`config.mk`:
```
export PLATFORM = sky130hd
export DESIGN_NAME = stream_burst_arbiter
export DESIGN_NICKNAME = d
export VERILOG_FILES = /design/src/rtl/stream_burst_arbiter.sv
export SDC_FILE = /design/constraint.sdc
export NUM_CORES = 1
export LEC_CHECK = 0
export ABC_AREA = 1
export BUFFER_PORTS_ARGS = -buffer_cell sky130_fd_sc_hd__buf_2
export CORE_MARGIN = 8
export CORE_UTILIZATION = 43
export DETAILED_ROUTE_END_ITERATION = 8
export GPL_TIMING_DRIVEN = 0
export HOLD_SLACK_MARGIN = 0.05
export PLACE_DENSITY = 0.84
export SYNTH_ARGS = -nofsm -noshare
export SYNTH_HDL_FRONTEND = slang
export SYNTH_SLANG_ARGS = --single-unit
```
`constraint.sdc`:
```
create_clock -name clk_i -period 2.62 [get_ports clk_i]
set_clock_uncertainty 0.1 [all_clocks]
set_input_delay 0.131 -clock clk_i [delete_from_list [all_inputs] [get_ports clk_i]]
set_output_delay 0.131 -clock clk_i [all_outputs]
set_load 0.03 [all_outputs]
```
`src/rtl/stream_burst_arbiter.sv`:
```
// Round-robin arbiter for one valid/ready stream shared by NumInp requesters.
// A burst that starts with a non-last beat locks the grant to its requester
// until its last beat, so bursts never interleave. A single full-throughput
// register stage drives the output channel and tags each beat with its source.
module stream_burst_arbiter #(
    parameter int unsigned NumInp    = 4,
    parameter int unsigned DataWidth = 32,
    parameter int unsigned IdxWidth  = (NumInp > 1) ? $clog2(NumInp) : 1
) (
    input  logic                             clk_i,
    input  logic                             rst_i,
    input  logic [NumInp-1:0]                inp_valid_i,
    output logic [NumInp-1:0]                inp_ready_o,
    input  logic [NumInp-1:0][DataWidth-1:0] inp_data_i,
    input  logic [NumInp-1:0]                inp_last_i,
    output logic                             oup_valid_o,
    input  logic                             oup_ready_i,
    output logic [DataWidth-1:0]             oup_data_o,
    output logic                             oup_last_o,
    output logic [IdxWidth-1:0]              oup_idx_o,
    output logic                             busy_o
);

    typedef enum logic [0:0] {StIdle, StLocked} state_e;

    state_e                 state_q;
    logic [IdxWidth-1:0]    lock_idx_q;
    logic [IdxWidth-1:0]    rr_ptr_q;
    logic                   oup_valid_q;
    logic [DataWidth-1:0]   oup_data_q;
    logic                   oup_last_q;
    logic [IdxWidth-1:0]    oup_idx_q;
    logic                   busy_q;

    logic                   accept;
    logic                   found_hi, found_lo, grant_found;
    logic [IdxWidth-1:0]    hi_idx, lo_idx, grant_idx;
    logic                   sel_en;
    logic [IdxWidth-1:0]    sel_idx;
    logic                   sel_valid;
    logic [DataWidth-1:0]   sel_data;
    logic                   sel_last;
    logic                   hs;
    logic [IdxWidth-1:0]    rr_ptr_d;

    // Round-robin grant search: lowest valid index at or above rr_ptr wins,
    // otherwise the lowest valid index below it (wrap-around).
    always_comb begin
        found_hi = 1'b0;
        found_lo = 1'b0;
        hi_idx   = '0;
        lo_idx   = '0;
        // Downward scan so the lowest qualifying index is the final assignment.
        for (int i = NumInp - 1; i >= 0; i--) begin
            if (inp_valid_i[i]) begin
                if (IdxWidth'(i) >= rr_ptr_q) begin
                    hi_idx   = IdxWidth'(i);
                    found_hi = 1'b1;
                end else begin
                    lo_idx   = IdxWidth'(i);
                    found_lo = 1'b1;
                end
            end
        end
        grant_found = found_hi || found_lo;
        grant_idx   = found_hi ? hi_idx : lo_idx;
    end

    // Select the active requester, drive its ready and detect the input handshake.
    always_comb begin
        accept      = !oup_valid_q || oup_ready_i;
        sel_en      = (state_q == StLocked) || grant_found;
        sel_idx     = (state_q == StLocked) ? lock_idx_q : grant_idx;
        sel_valid   = 1'b0;
        sel_data    = '0;
        sel_last    = 1'b0;
        inp_ready_o = '0;
        for (int i = 0; i < NumInp; i++) begin
            if (IdxWidth'(i) == sel_idx) begin
                sel_valid      = inp_valid_i[i];
                sel_data       = inp_data_i[i];
                sel_last       = inp_last_i[i];
                inp_ready_o[i] = sel_en && accept && !rst_i;
            end
        end
        hs       = sel_en && accept && sel_valid && !rst_i;
        rr_ptr_d = (sel_idx == IdxWidth'(NumInp - 1)) ? '0 : sel_idx + IdxWidth'(1);
    end

    // Burst-lock FSM together with the output register stage.
    always_ff @(posedge clk_i) begin
        if (rst_i) begin
            state_q     <= StIdle;
            lock_idx_q  <= '0;
            rr_ptr_q    <= '0;
            oup_valid_q <= 1'b0;
            oup_data_q  <= '0;
            oup_last_q  <= 1'b0;
            oup_idx_q   <= '0;
            busy_q      <= 1'b0;
        end else begin
            if (hs) begin
                oup_valid_q <= 1'b1;
                oup_data_q  <= sel_data;
                oup_last_q  <= sel_last;
                oup_idx_q   <= sel_idx;
                if (sel_last) begin
                    state_q  <= StIdle;
                    busy_q   <= 1'b0;
                    rr_ptr_q <= rr_ptr_d;
                end else begin
                    state_q    <= StLocked;
                    busy_q     <= 1'b1;
                    lock_idx_q <= sel_idx;
                end
            end else if (oup_ready_i) begin
                oup_valid_q <= 1'b0;
            end
        end
    end

    assign oup_valid_o = oup_valid_q;
    assign oup_data_o  = oup_data_q;
    assign oup_last_o  = oup_last_q;
    assign oup_idx_o   = oup_idx_q;
    assign busy_o      = busy_q;

endmodule
```
==> flow_summary.json, run 1 <==
{
  "io_buffers": 179,
  "diodes": 0,
  "leakage_nw": 2.14,
  "netlist_instances": 467,
  "slew_viol_final": 0,
  "layout_setup_ws_ns": 0.0249,
  "die_h_microns": 95.9,
  "cts_buffers": 5,
  "clk_path_buf_depth": 2,
  "min_period_ns": 2.60,
  "finish.net_count": 814,
  "grt_start_max_net_pins": 13,
  "clock_latency_ns": 0.29,
  "pre_cts_ws_ns": -0.322,
  "max_stage_delay_ns": 0.41,
  "yosysTopAreaCell": "dfxtp_1",
  "drtPass1Iterations": 5,
  "synth_compound_area_share_pct": 25.7,
  "run_status": "finished, final reports clean",
  "critPathTopFamily": "simple AND/OR/NAND/NOR gates",
  "gr-total-overflow": 0,
  "drt-initial-drc-count": 161,
  "num_rows": 29,
  "wl_met2_microns": 6020,
  "die_w_microns": 95.9,
  "clock_sinks": 41,
  "ant_nets": 0,
  "drv_cap": 0,
  "synth-seq-area-share_pct": 29.9,
  "clk_pin_slew_ns": 0.08,
  "dpl_cell_area_sq_um": 3740,
  "hold_violations": 0,
  "synthAdderAreaFrac_pct": 1.82,
  "yosysUniqueCellTypes": 23,
  "dieArea_sq_um": 9190,
  "drc": 0,
  "grt_usage_pct": 22.9,
  "globalplace.congestion": 0.838,
  "fin_area_sq_um": 4270,
  "synth_top_flop_cell": "dfxtp_1",
  "syn_area_sq_um": 2740,
  "regArea_sq_um": 826,
  "relSlewSlack_pct": 62.0,
  "grt_first_pass_wirelength_microns": 16800,
  "synth_top_cell_area_share_pct": 29.9,
  "hpwlAfterDp_microns": 8490,
  "cts_htree_levels": 2,
  "path_cells": "nand2_2, nand2_1, nand2_2, nor2_2, nand2_1, nand2_2, nand2_4, inv_4, ha_4, buf_8, inv_6, or2_1, nand3_2, nand2_4, inv_2, nor2_4, buf_6, clkbuf_16, nand2_1, a21oi_1",
  "cp_num_buf_inv": 6,
  "start_util_pct": 43.7,
  "highest_layer": "met4",
  "worst-setup-path-type": "reg2reg",
  "cts_root_buf": "clkbuf_8",
  "post-route-util_pct": 68.0,
  "yosysWarningCount": 0,
  "tritoncts": "yes",
  "power.total_mw": 3.29,
  "power.density_nw_per_um2": 769,
  "area_delta_synth_final_pct": 55.7,
  "cp_max_fo": 8,
  "multi_input_area_sq_um": 1810,
  "yosys.area_share.simple_pct": 33.4,
  "synth_seq_cells": 41,
  "drt-wirelength-per-cell_microns": 15.9,
  "final_layout_size_suffix_gt1_share_pct": 40.6,
  "antenna_found_initial": 0,
  "synthMuxAreaShare_pct": 0,
  "fillers": 596,
  "worstMarginPinSlew_ns": 0.570,
  "synth_nets": 610,
  "synth_area_leaders": "dfxtp_1 (30%), nand2_1 (26%), a21oi_1 (13%), o21ai_0 (10%), nor2_1 (2.9%)",
  "core-area_sq_um": 6280,
  "slowest_stage": "dfxtp_4",
  "finalCritPeriodShare_pct": 99.0,
  "crit_arrival_ns": 2.66,
  "peakVddDrop_mv": 0.389,
  "synthArstFlopShare_pct": 0,
  "holdCritPathClass": "in2reg",
  "cp-end-kind": "flop",
  "synth_edf_count": 0,
  "routed_wl_microns": 11900,
  "ios": 180,
  "setup_viol": 0,
  "synth_top_family_by_area": "simple AND/OR/NAND/NOR gates",
  "max_freq_mhz": 385,
  "required_ns": 2.68,
  "drt-met1-wl_microns": 4470,
  "via_per_inst": 5.16,
  "grt_pass1_vias": 3731,
  "wl_met3_microns": 1160,
  "avgSynthCellArea_sq_um": 5.88,
  "crit_path_start_kind": "flop",
  "synth_xor_xnor_area_share_pct": 0,
  "routed-via-count": 3865
}
power breakdown:
part / internal [mW] / switching (mW)
sequential: 0.729 / 0.0648
clock: 0.238 / 0.220
combinational: 0.822 / 1.21
final cells by class:
cell class	instances	share of cell area, %
tap	77	2.26
clock inverter	1	0.117
sequential	41	19.3
timing repair buffer	197	26.0
buffer	33	5.86
inverter	19	1.85
clock buffer	7	2.26
multi-input combinational	374	42.4
logic make-up (layout without fill, tap and decap cells):
group                      after synthesis  after routing
AOI/OAI and AO/OA                      141            141
buffers and inverters                   52            257
and+or+nand+nor                        229            229
DFF                                     41             41
adders and majority gates                4              4
final timing paths:
path | cells past startpoint | end | slack [ns] | from
max | 20 | oup_data_o[28] | 0.02 | rr_ptr_q[1]
min | 5 | oup_data_o[1] | 0.09 | inp_data_i[97]
max reg2reg | 20 | oup_data_o[28] | 0.02 | rr_ptr_q[1]
min reg2reg | 2 | oup_data_o[17] | 0.36 | oup_data_o[17]
through the flow:
step | setup TNS (ns) | hold WS, ns | std cells
finish | 0 | 0.0889 | 749
global route | -3.82 | 0.109 | 749
CTS | 0 | 0.0883 | 733
detailed placement | -9.80 | 0.311 | 723
global placement | -5.01 | 0.306 | 723
floorplan | 0 | 0.206 | 467
worst register-to-register path, cell delays in order (launching register included):
cell	delay (ns)
dfxtp_4	0.41
nand2_2	0.06
nand2_1	0.11
nand2_2	0.10
nor2_2	0.11
nand2_1	0.07
nand2_2	0.08
nand2_4	0.09
inv_4	0.09
ha_4	0.15
buf_8	0.14
inv_6	0.06
or2_1	0.22
nand3_2	0.10
nand2_4	0.07
inv_2	0.07
nor2_4	0.04
buf_6	0.13
clkbuf_16	0.15
nand2_1	0.06
a21oi_1	0.06
routing by layer:
layer,vias to the layer above,track usage [%]
met4,0,5.63
met2,186,40.8
met3,20,7.88
li1,1922,-
met5,-,0
met1,1737,25.6
synth_stat cells (6+ instances only):
cell type,count
a21oi_1,74
nand3_1,6
o21ai_1,10
nor2_1,21
buf_2,8
clkbuf_1,15
inv_1,15
nand2_1,191
o21ai_0,57
dfxtp_1,41
sequential cells by signal, summed over array words and instances, names as in the netlist:
name / count
oup_idx_o: 2
busy_o: 1
rr_ptr_q: 2
lock_idx_q: 2
oup_data_o: 32
oup_valid_o: 1
oup_last_o: 1
cell usage in the layout, fill, tap and decap left out, types with 4 or more instances in the layout:
| cell type | n |
|---|---|
| clkbuf_8 | 7 |
| buf_4 | 13 |
| buf_6 | 4 |
| nand2_2 | 6 |
| a21oi_2 | 9 |
| o21ai_1 | 17 |
| nand2_4 | 4 |
| a21oi_1 | 65 |
| o21ai_0 | 47 |
| clkbuf_2 | 9 |
| nand2_1 | 184 |
| nand3_1 | 5 |
| inv_2 | 6 |
| inv_1 | 11 |
| nor2_1 | 18 |
| dfxtp_1 | 39 |
| buf_8 | 5 |
| buf_2 | 184 |
| clkbuf_1 | 8 |
timing repair:
item / in CTS / in global routing
pin swaps: 0 / 14
endpoints found under the hold margin: 1 / 0
cloned: 0 / 7
setup endpoints to repair: 42 / 42
hold buffers: 1 / 0
gates resized for setup: 16 / 79
setup buffers: 1 / 9
(Power assumes the default switching activity.)
==> inputs of run 2 (changes only) <==
Settings changed: HOLD_SLACK_MARGIN 0.05 to 0.12.
==> run 2 against run 1 <==
Effect of this change: sequential share of layout area down 1.0 points; power up 1.3%; global-route usage up 1.1 points; clock-buffer cell count unchanged; register-to-register slack about the same; maximum frequency about the same; die area unchanged; clock power down 1%; routed wire length up 4.6%.
==> flow_summary.json, run 2 (synthesized netlist as in run 1, its figures left out) <==
{
  "run_status": "finished, final reports clean",
  "slowest_stage": "dfxtp_4",
  "path_common_cell": "nand2_2",
  "clk_path_buf_depth": 2,
  "slew_viol_final": 0,
  "via_per_inst": 5.17,
  "hpwlAfterDp_microns": 8490,
  "fillers": 540,
  "area_delta_synth_final_pct": 64.5,
  "setup_viol": 0,
  "critPathCapture": "oup_last_o",
  "dieArea_sq_um": 9190,
  "start_util_pct": 43.7,
  "final_layout_size_suffix_gt1_share_pct": 39.6,
  "routed_wl_microns": 12400,
  "cp-end-kind": "flop",
  "drv_cap": 0,
  "fin_area_sq_um": 4510,
  "globalplace.congestion": 0.838,
  "r2r_cells": 20,
  "max_freq_mhz": 385,
  "wl_met3_microns": 1060,
  "cts_root_buf": "clkbuf_8",
  "drc": 0,
  "routed-via-count": 3995,
  "cts_buffers": 5,
  "cts_htree_levels": 2,
  "max_stage_delay_ns": 0.41,
  "path_cells": "nand2_2, nand2_1, nand2_2, nor2_2, nand2_1, nand2_2, nand2_4, inv_4, ha_4, buf_8, inv_6, or2_1, nand3_2, nand2_4, inv_2, nor2_4, buf_6, buf_4, o21ai_2, nor2_1",
  "io_buffers": 179,
  "r2r-start": "rr_ptr_q[1]",
  "worst-setup-path-type": "reg2reg",
  "finalCritPeriodShare_pct": 99.1,
  "dpl_cell_area_sq_um": 3740,
  "crit_path_start_kind": "flop",
  "tritoncts": "yes",
  "hold_violations": 0,
  "clock_sinks": 41,
  "drt-met1-wl_microns": 4700,
  "peakVddDrop_mv": 0.392,
  "leakage_nw": 2.24,
  "largest_register_ffs": 32,
  "min_period_ns": 2.60,
  "clock_latency_ns": 0.29,
  "crit_arrival_ns": 2.68,
  "drt-initial-drc-count": 209,
  "ios": 180,
  "core-area_sq_um": 6280,
  "grt_first_pass_wirelength_microns": 17500,
  "relSlewSlack_pct": 61.0,
  "final_common_cell": "buf_2",
  "antenna_found_initial": 0,
  "power.density_nw_per_um2": 737,
  "grt_pass1_vias": 3911,
  "mostFrequentLayoutCells": "buf_2 (184), nand2_1 (183), a21oi_1 (65)",
  "die_h_microns": 95.9,
  "holdCritPathClass": "in2reg",
  "diodes": 0,
  "wl_met2_microns": 6420,
  "r2r-end": "oup_last_o",
  "num_rows": 29,
  "worstMarginPinSlew_ns": 0.586,
  "cp_max_fo": 8,
  "drt-wirelength-per-cell_microns": 16.1,
  "ant_nets": 0,
  "grt_start_max_net_pins": 13,
  "highest_layer": "met4",
  "gr-total-overflow": 0,
  "die_w_microns": 95.9,
  "startpoint": "rr_ptr_q[1]",
  "required_ns": 2.71,
  "fin_setup_tns_ns": 0,
  "clk_pin_slew_ns": 0.08,
  "r2r_slack_ns": 0.02,
  "drtPass1Iterations": 5,
  "grt_usage_pct": 24.0,
  "finish.net_count": 837
}
==> run 2: cell types whose count changed in the layout (fill, tap and decap cells not counted) <==
cell	change
buf_4	-2
clkbuf_4	+2
dlygate4sd3_1	+23
ha_2	-1
ha_4	+1
inv_1	-1
inv_2	+1
nand2_1	-1
nand2_2	+1
o21ai_0	+2
o21ai_1	-2
==> run 2: per-layer routing <==
| layer | vias up | track usage [%] |
|---|---|---|
| li1 | 1971 | - |
| met1 | 1830 | 26.4 |
| met2 | 173 | 43.3 |
| met3 | 21 | 7.57 |
| met4 | 0 | 6.53 |
| met5 | - | 0 |
==> run 2: worst min path at each step <==
stage / from / endpoint / slack, ns / depth (start not counted)
2_1_floorplan: oup_ready_i / oup_valid_o / 0.21 / 3
3_3_place_gp: oup_ready_i / oup_valid_o / 0.31 / 4
3_5_place_dp: oup_ready_i / oup_valid_o / 0.31 / 4
4_1_cts: inp_data_i[109] / oup_data_o[13] / 0.12 / 5
5_1_grt: inp_data_i[108] / oup_data_o[12] / 0.15 / 5
6_report: inp_data_i[111] / oup_data_o[15] / 0.11 / 5
==> run 2: repair_timing <==
action	CTS	global route
pin swaps	0	15
resized for setup	16	78
hold buffers	23	1
buffers inserted	1	9
hold endpoints to repair	23	1
cloned	0	7
endpoints found under the setup margin	42	42
==> run 2: cell type report <==
class                   count  area [sq um]  area share [%]
plain buffers              33           250            5.54
inverters                  19          78.8            1.75
well taps                  77          96.3            2.13
clock inverters             1          5.00           0.111
repair buffers            220          1340            29.7
flip-flops and latches     41           826            18.3
multi-input cells         374          1820            40.4
clock buffers               7          96.3            2.13
==> run 2: critical path, delay by kind of cell, from the launching register on <==
kind,cells,cell delay [ns]
flip-flops,1,0.41
AND/OR/NAND/NOR,12,1.08
buffers and inverters,6,0.64
adder cells (fa/ha/maj),1,0.15
AO/OA/AOI/OAI,1,0.10
==> run 2: metrics by stage <==
step                      util [%]  power, mW  hold slack (ns)  std cells  setup slack (ns)
final                         71.9       3.33            0.113        772            0.0244
after global routing          71.9       3.58            0.148        772            -0.151
after CTS                     65.7       2.94            0.121        755           0.00199
after detailed placement      59.5       2.41            0.311        723            -0.322
after global placement        59.5       2.37            0.306        723            -0.186
after floorplan                  -       1.93            0.206        467            0.0943
==> run 2: where the power goes <==
group	total, mW	internal, mW	switching (mW)
sequential	0.795	0.729	0.0659
combinational	2.08	0.849	1.23
clock	0.453	0.238	0.215
total	3.33	1.82	1.51
==> inputs of run 3 (changes only) <==
Settings changed: CORE_UTILIZATION 43 to 44, CTS_BUF_LIST from default to sky130_fd_sc_hd__clkbuf_8, PLACE_DENSITY 0.84 to 0.85.
==> run 3 against run 2 <==
Effect of this change: design area down 0.47%; setup slack worse by 0.012 ns; final cell count up 0.13%; clock-buffer cell count down 1; critical endpoint is now oup_data_o[24]; power up 1.1%; die area down 1.9%.
==> flow_summary.json, run 3 (synthesized netlist as in run 1, its figures left out) <==
{
  "cts_root_buf": "clkbuf_8",
  "min_period_ns": 2.61,
  "ant_nets": 0,
  "grt_pass1_vias": 3899,
  "power.density_nw_per_um2": 749,
  "hpwlAfterDp_microns": 8840,
  "ios": 180,
  "max_freq_mhz": 384,
  "routed-via-count": 3986,
  "drtPass1Iterations": 5,
  "die_h_microns": 95.0,
  "worstHoldEndpoint": "oup_data_o[0]",
  "fillers": 521,
  "tritoncts": "yes",
  "cp-end-kind": "flop",
  "grt_usage_pct": 25.3,
  "drc": 0,
  "cts_htree_levels": 2,
  "drv_cap": 0,
  "r2r_slack_ns": 0.01,
  "worstMarginPinSlew_ns": 0.610,
  "final_common_cell": "nand2_1",
  "antenna_found_initial": 0,
  "fin_setup_tns_ns": 0,
  "leakage_nw": 2.24,
  "power.total_mw": 3.36,
  "mostFrequentLayoutCells": "nand2_1 (185), buf_2 (183), a21oi_1 (63)",
  "largest_register_ffs": 32,
  "r2r-end": "oup_data_o[24]",
  "path_cells": "inv_1, nand2_2, inv_1, a21oi_2, nand2_1, nand2_1, nand2_2, ha_2, buf_6, inv_2, nand3_1, nand2_1, nand3_2, nand2_2, inv_2, nor2_4, clkbuf_4, nand2_1, a21oi_2",
  "hp-start": "inp_data_i[96]",
  "critPathTopFamily": "simple AND/OR/NAND/NOR gates",
  "start_util_pct": 45.8,
  "clock_latency_ns": 0.30,
  "routed_wl_microns": 12600,
  "multi_input_area_sq_um": 1790,
  "min_path_cells": 5,
  "finish.net_count": 840,
  "crit_arrival_ns": 2.73,
  "gr-total-overflow": 0,
  "via_per_inst": 5.16,
  "path_common_cell": "nand2_1",
  "r2r_cells": 19,
  "cp_num_buf_inv": 6,
  "clock_sinks": 41,
  "rsz0062_at_grt": "yes",
  "area_delta_synth_final_pct": 63.7,
  "crit_path_start_kind": "flop",
  "post-route-util_pct": 75.0,
  "setup_viol": 0,
  "final_layout_size_suffix_gt1_share_pct": 38.3,
  "die_w_microns": 95.0,
  "relSlewSlack_pct": 59.4,
  "required_ns": 2.74,
  "dieArea_sq_um": 9020,
  "worst-setup-path-type": "reg2reg",
  "diodes": 0,
  "r2r-start": "rr_ptr_q[1]",
  "grt_first_pass_wirelength_microns": 18100,
  "slowest_stage": "dfxtp_4",
  "clk_path_buf_depth": 2,
  "clk_pin_slew_ns": 0.09,
  "cts_buffers": 5,
  "holdCritPathClass": "in2reg",
  "num_rows": 28,
  "finalCritPeriodShare_pct": 99.5,
  "globalplace.congestion": 0.845,
  "drt-initial-drc-count": 186,
  "cp_max_fo": 10,
  "drt-wirelength-per-cell_microns": 16.2,
  "io_buffers": 179,
  "core-area_sq_um": 5990,
  "slew_viol_final": 0,
  "hold_violations": 0,
  "peakVddDrop_mv": 0.394,
  "regArea_sq_um": 828,
  "run_status": "finished, final reports clean",
  "max_stage_delay_ns": 0.40,
  "grt_start_max_net_pins": 13
}
run 3: through the flow:
| step | cells | hold slack (ns) | setup slack, ns | area (sq um) |
|---|---|---|---|---|
| after floorplan | 467 | 0.206 | 0.0943 | 2740 |
| after global placement | 721 | 0.314 | -0.207 | 3730 |
| after detailed placement | 721 | 0.318 | -0.323 | 3730 |
| after CTS | 756 | 0.120 | 0.00222 | 4170 |
| after global routing | 773 | 0.115 | -0.0878 | 4490 |
| final | 773 | 0.108 | 0.0129 | 4490 |
run 3: worst min-delay path: stages:
cell and delay (ns):
buf_2 0.09, nand2_1 0.05, o21ai_1 0.07, nand2_1 0.08, a21oi_2 0.04
run 3: where the power goes:
part	total, mW	internal, mW	switching, mW
combinational	2.03	0.821	1.21
clock	0.540	0.307	0.233
sequential	0.792	0.729	0.0628
run 3: final cells by class:
type,count,share of cell area [%]
multi-input cells,374,39.7
repair buffers,223,30.1
flip-flops and latches,41,18.4
plain buffers,33,5.26
well taps,75,2.09
clock buffers,6,1.84
inverters,19,1.75
clock inverters,2,0.752
run 3: routing by layer:
metal  share of wire, %  up-vias  global-route usage [%]
li1                   -     1978                       -
met1                 36     1748                    27.1
met2                 51      225                    44.6
met3                 10       35                    8.33
met4                2.7        0                    10.8
met5                  0        -                       0
run 3: worst max-delay path by stage:
stage,startpoint,endpoint,slack [ns],cells after the start
3_3_place_gp,rr_ptr_q[1],oup_data_o[31],-0.21,17
2_1_floorplan,busy_o,oup_idx_o[0],0.09,16
5_1_grt,rr_ptr_q[1],oup_data_o[24],-0.09,19
6_report,rr_ptr_q[1],oup_data_o[24],0.01,19
4_1_cts,rr_ptr_q[1],oup_data_o[30],0.002,20
3_5_place_dp,rr_ptr_q[1],oup_data_o[31],-0.32,17
run 3: timing repair:
action,in CTS,in global routing
pin swaps,0,17
endpoints found under the hold margin,27,0
endpoints found under the setup margin,42,42
gates resized for setup,20,62
setup buffers,0,12
hold buffers,27,0
cloned,0,5
